`config.mk`:
```
export PLATFORM = sky130hd
export DESIGN_NAME = prism_sp_tx_dma_sched
export DESIGN_NICKNAME = d
export VERILOG_FILES = /design/src/rtl/prism_sp_tx_dma_sched.sv
export SDC_FILE = /design/constraint.sdc
export NUM_CORES = 1
export LEC_CHECK = 0
export ABC_AREA = 1
export BUFFER_PORTS_ARGS = -buffer_cell sky130_fd_sc_hd__buf_4
export CORE_MARGIN = 2
export CORE_UTILIZATION = 40
export CTS_CLUSTER_SIZE = 14
export DETAILED_ROUTE_END_ITERATION = 12
export PLACE_DENSITY = 0.69
export SLEW_MARGIN = 20
export SYNTH_ARGS = -nofsm -noshare
export SYNTH_HDL_FRONTEND = slang
export SYNTH_SLANG_ARGS = --single-unit
```
`constraint.sdc`:
```
create_clock -name clk -period 5.9 [get_ports clk]
set_input_delay 0.59 -clock clk [delete_from_list [all_inputs] [get_ports clk]]
set_output_delay 0.59 -clock clk [all_outputs]
set_load 0.01 [all_outputs]
```
`src/rtl/prism_sp_tx_dma_sched.sv`:
```
// prism_sp_tx_dma_sched
//   Schedules TX segment descriptors onto the DMA read engine. Software pushes
//   descriptors into a small queue. Each descriptor is issued to the engine
//   once, and the block waits for the engine to finish. At end of frame it
//   writes one meta word {segment count, frame length} into the TX meta FIFO.
//
// Optional build macro: PRISM_SP_TX_DMA_SCHED_SPACE_CHECK_EN
//   When this macro is defined, a segment is started only once the TX data
//   FIFO has room for it. When it is undefined, data_count is ignored.
//
// Ports
//   clk, rst_n         clock, asynchronous active-low reset
//   desc_*             descriptor push (valid/ready, addr, len, last)
//   mem_*              DMA engine command (start pulse, addr, len, cont) / busy
//   data_count         TX data FIFO occupancy in words
//   meta_full          TX meta FIFO full
//   meta_wr_en/_data   meta FIFO write: {seg_cnt[15:0], frame_len[15:0]}
//   queue_count, idle  status
//   frames_sent        frames whose meta word was written (wraps)
//   len_overflow       sticky: frame length accumulation wrapped
module prism_sp_tx_dma_sched #(
  parameter int unsigned ADDR_WIDTH      = 32,
  parameter int unsigned LEN_WIDTH       = 16,
  parameter int unsigned QUEUE_DEPTH     = 4,
  parameter int unsigned DATA_FIFO_WORDS = 1024,
  parameter int unsigned DATA_BYTES      = 8,
  parameter int unsigned COUNT_WIDTH     = 11
) (
  input  logic                           clk,
  input  logic                           rst_n,
  input  logic                           desc_valid,
  output logic                           desc_ready,
  input  logic [ADDR_WIDTH-1:0]          desc_addr,
  input  logic [LEN_WIDTH-1:0]           desc_len,
  input  logic                           desc_last,
  output logic                           mem_start,
  output logic [ADDR_WIDTH-1:0]          mem_addr,
  output logic [LEN_WIDTH-1:0]           mem_len,
  output logic                           mem_cont,
  input  logic                           mem_busy,
  input  logic [COUNT_WIDTH-1:0]         data_count,
  input  logic                           meta_full,
  output logic                           meta_wr_en,
  output logic [31:0]                    meta_wr_data,
  output logic [$clog2(QUEUE_DEPTH):0]   queue_count,
  output logic                           idle,
  output logic [31:0]                    frames_sent,
  output logic                           len_overflow
);

  localparam int unsigned PTR_W = $clog2(QUEUE_DEPTH);
  localparam int unsigned CNT_W = PTR_W + 1;

  typedef enum logic [2:0] {
    S_IDLE, S_CHECK, S_START, S_ARM, S_WAIT, S_DONE, S_META
  } state_t;

  state_t state_q, state_d;

  // Descriptor queue storage; pointers wrap naturally (depth is a power of two)
  logic [ADDR_WIDTH-1:0] q_addr [QUEUE_DEPTH];
  logic [LEN_WIDTH-1:0]  q_len  [QUEUE_DEPTH];
  logic                  q_last [QUEUE_DEPTH];
  logic [PTR_W-1:0]      wr_ptr, rd_ptr;

  // Working state for the current segment / frame
  logic                  cur_last;
  logic [LEN_WIDTH-1:0]  frame_len;
  logic [15:0]           seg_cnt;
  logic                  first;

  logic                  push, pop, space_ok, meta_fire;
  logic [LEN_WIDTH:0]    len_sum;

  assign desc_ready = (queue_count < CNT_W'(QUEUE_DEPTH));
  assign idle       = (state_q == S_IDLE) && (queue_count == '0);
  assign push       = desc_valid && desc_ready;
  assign meta_fire  = (state_q == S_META) && !meta_full;
  assign len_sum    = {1'b0, frame_len} + {1'b0, mem_len};

`ifdef PRISM_SP_TX_DMA_SCHED_SPACE_CHECK_EN
  localparam int unsigned SPACE_W = LEN_WIDTH + COUNT_WIDTH + $clog2(DATA_BYTES);
  logic [SPACE_W-1:0] free_words, free_bytes;

  // An occupancy above the FIFO depth is treated as no free space at all
  always_comb begin
    if (SPACE_W'(data_count) > SPACE_W'(DATA_FIFO_WORDS)) begin
      free_words = '0;
    end else begin
      free_words = SPACE_W'(DATA_FIFO_WORDS) - SPACE_W'(data_count);
    end
    free_bytes = free_words << $clog2(DATA_BYTES);
    space_ok   = (free_bytes >= SPACE_W'(mem_len));
  end
`else
  logic data_count_unused;
  assign data_count_unused = ^data_count;
  assign space_ok          = 1'b1;
`endif

  always_comb begin
    state_d = state_q;
    pop     = 1'b0;
    case (state_q)
      S_IDLE: begin
        if (queue_count != '0) begin
          pop     = 1'b1;
          state_d = S_CHECK;
        end
      end
      S_CHECK: begin
        if (mem_len == '0) begin
          state_d = S_DONE;
        end else if (space_ok) begin
          state_d = S_START;
        end
      end
      S_START: state_d = S_ARM;
      S_ARM:   state_d = S_WAIT;
      S_WAIT:  if (!mem_busy) state_d = S_DONE;
      S_DONE:  state_d = cur_last ? S_META : S_IDLE;
      S_META:  if (!meta_full) state_d = S_IDLE;
      default: state_d = S_IDLE;
    endcase
  end

  always_ff @(posedge clk) begin
    if (push) begin
      q_addr[wr_ptr] <= desc_addr;
      q_len[wr_ptr]  <= desc_len;
      q_last[wr_ptr] <= desc_last;
    end
  end

  always_ff @(posedge clk or negedge rst_n) begin
    if (!rst_n) begin
      state_q      <= S_IDLE;
      wr_ptr       <= '0;
      rd_ptr       <= '0;
      queue_count  <= '0;
      mem_start    <= 1'b0;
      mem_addr     <= '0;
      mem_len      <= '0;
      mem_cont     <= 1'b0;
      cur_last     <= 1'b0;
      frame_len    <= '0;
      seg_cnt      <= '0;
      first        <= 1'b1;
      len_overflow <= 1'b0;
      meta_wr_en   <= 1'b0;
      meta_wr_data <= '0;
      frames_sent  <= '0;
    end else begin
      state_q     <= state_d;
      queue_count <= queue_count + CNT_W'(push) - CNT_W'(pop);
      if (push) wr_ptr <= wr_ptr + PTR_W'(1);
      if (pop) begin
        rd_ptr   <= rd_ptr + PTR_W'(1);
        mem_addr <= q_addr[rd_ptr];
        mem_len  <= q_len[rd_ptr];
        cur_last <= q_last[rd_ptr];
        // first only changes in DONE/META, so it is already final at pop time
        mem_cont <= !first;
      end
      // Registered so that the pulse coincides exactly with the START state
      mem_start  <= (state_q == S_CHECK) && (state_d == S_START);
      meta_wr_en <= meta_fire;
      if (state_q == S_DONE) begin
        frame_len <= len_sum[LEN_WIDTH-1:0];
        seg_cnt   <= seg_cnt + 16'd1;
        first     <= 1'b0;
        if (len_sum[LEN_WIDTH]) len_overflow <= 1'b1;
      end
      if (meta_fire) begin
        meta_wr_data <= {seg_cnt, 16'(frame_len)};
        frames_sent  <= frames_sent + 32'd1;
        frame_len    <= '0;
        seg_cnt      <= '0;
        first        <= 1'b1;
      end
    end
  end

endmodule

```
# ---- After elaboration in Yosys (flattened, before gate mapping)
# Memory sizes are Yosys's and may differ from the RTL's. A register that Yosys moved wholly into a read port is not among the register bits.
# Cells that the tools add are included.
dict set report totals {
  ram_bits 196
  wordCells 62
  latchBits 0
  rom_bits 0
  register_bits 111
  n_memories 3
  in_bits 65
  output_inout_bits 121
}
dict set report op_classes {
  mul 0
  muxes 16
  shift 0
  addsub 7
  order_cmp 1
  n_eq_ne 7
  n_reduce_logical 15
  div 0
  bitwise 0
}
# memory words width read_ports rd_clocked_by_memory_dff write_ports line
set memory_table {}
lappend memory_table {q_addr 4 32 1 1 1 61} ;# logic [ADDR_WIDTH-1:0] q_addr [QUEUE_DEPTH];
lappend memory_table {q_len 4 16 1 1 1 62} ;# logic [LEN_WIDTH-1:0] q_len [QUEUE_DEPTH];
lappend memory_table {q_last 4 1 1 1 1 63} ;# logic q_last [QUEUE_DEPTH];
# op count
set ops {}
lappend ops {{$mux 16} 4}
lappend ops {{$add 32x1->32 const B} 1}
lappend ops {{$pmux 3 s7} 1}
lappend ops {{$add 16x16->17} 1}
lappend ops {{$add 16x1->16 const B} 1}
lappend ops {{$logic_not 16->1} 1}
lappend ops {{$mux 3} 5}
lappend ops {{$eq 3x2->1 const B} 3}
lappend ops {{$eq 3x3->1 const B} 3}
lappend ops {{$logic_not 3->1} 2}
lappend ops {{$mux 1} 6}
lappend ops {{$logic_not 1->1} 5}
lappend ops {{$add 2x1->2 const B} 2}
lappend ops {{$logic_and 1x1->1} 4}
lappend ops {{$add 3x1->3} 1}
lappend ops {{$eq 3x1->1 const B} 1}
lappend ops {{$lt 3x3->1 const B} 1}
lappend ops {{$reduce_bool 3->1} 1}
lappend ops {{$sub 3x1->3} 1}
lappend ops {{$reduce_and 2->1} 1}
lappend ops {{$reduce_bool 2->1} 1}

# ---- Logic depth before layout (Yosys ltp)
dict set report logic_depth {
  ltp_word 5
  depth_mapped 12
}

# ---- Worst setup path before layout
# Ideal clock, no wire load.
dict set report synth_path {
  kind {in2reg}
  startpoint {input port desc_valid}
  endpoint {memory q_addr[0][0], enable pin}
  path_slack_ps 2615
  arrival_ps 2829
  path_stages 2
  path_buffers 0
  setup_ps 456
  path_cell_list {nand2_1 > nor2_1}
}
dict set report synth_via {
  elab_chain_len 3
}
# element line
set synth_lines {}
lappend synth_lines {{start, declared} 31} ;# input logic desc_valid,
lappend synth_lines {{$logic_and 1x1->1} 77} ;# assign push = desc_valid && desc_ready;
lappend synth_lines {{$mux 1} 128} ;# if (push) begin
lappend synth_lines {{$mux 1 (not written as such)} 129} ;# q_addr[wr_ptr] <= desc_addr;
lappend synth_lines {{end, declared} 61}
# Every way passes these cells.

# ---- Final worst setup path
dict set report layout_path {
  startpoint {register queue_count[2]}
  endpoint {register queue_count[2]}
}
dict set report layout_via {
  elab_chain_len 4
}
# element line
set layout_lines {}
lappend layout_lines {{start, declared} 45} ;# output logic [$clog2(QUEUE_DEPTH):0] queue_count,
lappend layout_lines {{start signal, assigned} 155} ;# queue_count <= queue_count + CNT_W'(push) - CNT_W'(pop);
lappend layout_lines {{$lt 3x3->1 or $reduce_bool 3->1 (tied branches)} {75, 106}}
lappend layout_lines {{$logic_and 1x1->1 or $mux 1 (tied branches)} {77, 106}}
lappend layout_lines {{$add 3x1->3 or $mux 1 (tied branches)} {155, 104}}
lappend layout_lines {{$sub 3x1->3 *} 155}
# Every way passes the cells marked *; elsewhere a longest branch is shown, timed or not.
# A chain may end at the register's enable or synchronous reset.

==> metrics.md <==
| Metric | Value |
|---|---|
| Status | `complete, no violations` |
| Worst-path cell chain | `nor3_1, inv_1, nand2_2, clkinv_2, ha_1, inv_1, ha_1, fa_1, xor2_1` |
| DR WL/cell | `15.7 um` |
| Final Cycle Share | `40.3%` |
| Largest net degree at the start of global routing | `94` |
| CP bufs+invs | `3` |
| CTS resizes | `0` |
| Worst reg2reg path startpoint | `queue_count[2]` |
| Setup TNS | `0 ns` |
| CP max stage delay | `slightly above 0.4 ns` |
| Clock buffer count from CTS | `38` |
| Leakage | `7.74 nW` |
| Max Cap Violations | `0` |
| CP startpoint kind | `register` |
| Antenna violations before repair | `4` |
| CTS H-Tree Depth | `2` |
| Gr usage total | `between 10% and 20%` |
| Routed Wire Length | `~35,000 um` |
| Most frequent cells in the layout | `nand2_1 (301), nor2_1 (248), edfxtp_1 (196)` |
| Seq/Total Area, Yosys | `64.5%` |
| Hold Slack | `roughly 0.074 ns` |
| Initial Utilization | `approximately 40%` |
| CTS tree | `yes` |
| DP Wirelength | `between 20,000 and 25,000 um` |
| Area of the multi-input gates | `around 4700 um^2` |
| # setup viols final | `0` |
| FILL cells | `between 3,000 and 4,000` |
| R2R Setup Slk | `around 3.5 ns` |
| ANT nets after route | `0` |
| Hold-fix buffers, CTS | `0` |
| Post-synth EDFFs | `approximately 200` |
| Pin slew with the least headroom to its limit | `around 1.1 ns` |
| Vias/cell | `between 4 and 5` |
| Max_slew headroom | `between 20% and 30%` |
| Ys async rst share | `approximately 45%` |
| Clock Root Buffer | `clkbuf_16` |
| 1st-pass router iterations | `5` |
| Input/output buffers | `between 150 and 200` |
| Mapped Avg Cell Area | `10.2 um^2` |
| Layout cells sized above 1 | `~16%` |
| Storage element area | `roughly 9900 um^2` |
| Most common cell after layout, fill and taps aside | `nand2_1` |
| Critical path data required time | `roughly 6.3 ns` |
| NumNets Final | `between 1,500 and 2,000` |
| Min cycle time layout | `between 2 and 2.5 ns` |
| Critical path fanouts, max | `22` |
| Synth unique cells | `39` |
| Worst-case vdd ir drop | `around 0.27 mV` |
| Syn-to-layout area delta | `19.9%` |
| FF+latch count, synth | `~360` |
| RSZ-0062 raised after global routing | `no` |
| Post-Syn Area | `15,300 um^2` |
| GPL Wtd Cong | `roughly 0.9` |
| Overflow left after global routing | `0` |
| Critical Path AT | `2.79 ns` |
| Core area | `about 38,000 um^2` |
| Final Max Slew Viols | `0` |
| CP startpoint | `queue_count[2]` |
| Synth warn | `0` |
| Clock slew seen by the registers of the worst setup and hold paths | `around 0.060 ns` |
| Total power | `8.94 mW` |
| Row count | `71` |
| Worst Hold Class | `input pin to asynchronous set/reset pin` |
| Levels on crit path | `9` |
| Latest clock arrival within the worst-skew pair | `0.54 ns` |
| Vias in the first global route | `10,594` |
| Largest buffer count on any clock path | `3` |
| Fmax | `roughly 420 MHz` |
| R2r endpoint | `queue_count[2]` |
| Post-CTS setup buffers | `0` |
| Crit Path Category | `register to register` |
| Fin Clk Skew | `0.0188 ns` |
| Crit path to | `queue_count[2]` |
| Clock sinks | `356` |
| Drt first-iter violations | `between 600 and 700` |
| Cells after synthesis | `~1,500` |
| Boundary Pins | `around 190` |
| DRC errors left | `0` |
| P per Cell Area | `~500 nW/um^2` |
| Final hold violations | `0` |
| Die Ht | `about 200 um` |
| Ranking of synthesized cells by area | `edfxtp_1 (38%), dfrtp_1 (26%), nand2_1 (7.4%)` |
| Die area | `39,900 um^2` |
| Synth Net Count | `1,601` |
| Yosys top cell by area | `edfxtp_1` |
| Family with the most delay on the worst path | `adder cells` |
| Prevailing post-synth register cell | `edfxtp_1` |
| Vias | `10,842` |
| Setup crit end kind | `register` |
| Finished Layout Cells | `~2,200` |
| Critical path's slowest cell | `dfrtp_1` |
| Yosys top cell area share | `between 30% and 40%` |
| R2R depth | `9` |
| Dpl cells | `2,150` |
| Die Width | `about 200 um` |
| First-pass GRT wire length | `between 50,000 and 60,000 um` |
-- synth_stat cells, types with 2 or more instances --
cell type,number
a21oi_1,23
a31oi_1,33
buf_1,8
buf_2,21
buf_4,4
buf_6,2
clkbuf_1,21
dfrtp_1,159
edfxtp_1,196
fa_1,2
ha_1,24
inv_1,131
inv_2,6
nand2_1,301
nand2_4,2
nand3_1,43
nand3_4,3
nand3b_1,8
nand4_1,16
nor2_1,252
nor2_2,3
nor2_4,7
nor3_1,29
nor3_4,2
o21ai_0,148
o21ai_1,12
o22ai_1,21
xnor2_1,5
xor2_1,18
-- through the flow --
stage	cell area, um^2	util [%]	setup WS, ns
finish	18400	48.7	3.52
global route	18400	48.7	3.33
CTS	18400	48.7	3.49
detailed placement	17100	45.4	3.46
global placement	17100	45.4	3.47
floorplan	15300	-	2.62
-- worst min path at each step --
stage,to,cells past startpoint
after CTS,meta_wr_data[27],1
after detailed placement,first,2
after global routing,meta_wr_data[31],1
after floorplan,cur_last,0
final,meta_wr_data[27],1
after global placement,len_overflow,2
-- layout make-up --
class	instances	share of cell area [%]
timing repair buffer	185	7.58
antenna	3	0.0408
clock inverter	15	0.946
tap	511	3.48
inverter	137	2.80
clock buffer	54	5.79
sequential	356	53.8
multi-input combinational	961	25.5
-- state kept, by name (all words and copies together) (netlist names), 3 cells and up --
register and cells:
frame_len 16, seg_cnt 16, meta_wr_data 32, mem_addr 32
q_last 4, mem_len 16, q_len 64, queue_count 3
state_q 3, q_addr 128, frames_sent 32
-- where the power goes --
part,switching (mW),internal [mW]
registers,0.389,3.22
clock network,0.949,1.39
logic,1.88,1.11
-- kinds of logic after synthesis --
| kind of cell | count (synthesis) | share of synthesized area (%) |
|---|---|---|
| simple gates | 671 | 18.5 |
| flops | 356 | 64.5 |
| compound gates | 241 | 8.39 |
| buf+inv | 193 | 5.09 |
| fa+ha+maj | 26 | 2.22 |
| xor+xnor | 23 | 1.31 |
-- metal layers --
layer	GRT usage, %	up-vias	wire length (um)
met5	0	-	13
met4	4.91	2	721
met3	4.79	57	2610
met2	31.2	270	17100
met1	21.5	5127	14500
li1	-	5386	-
No activity file was read; power rests on OpenSTA's default activity.
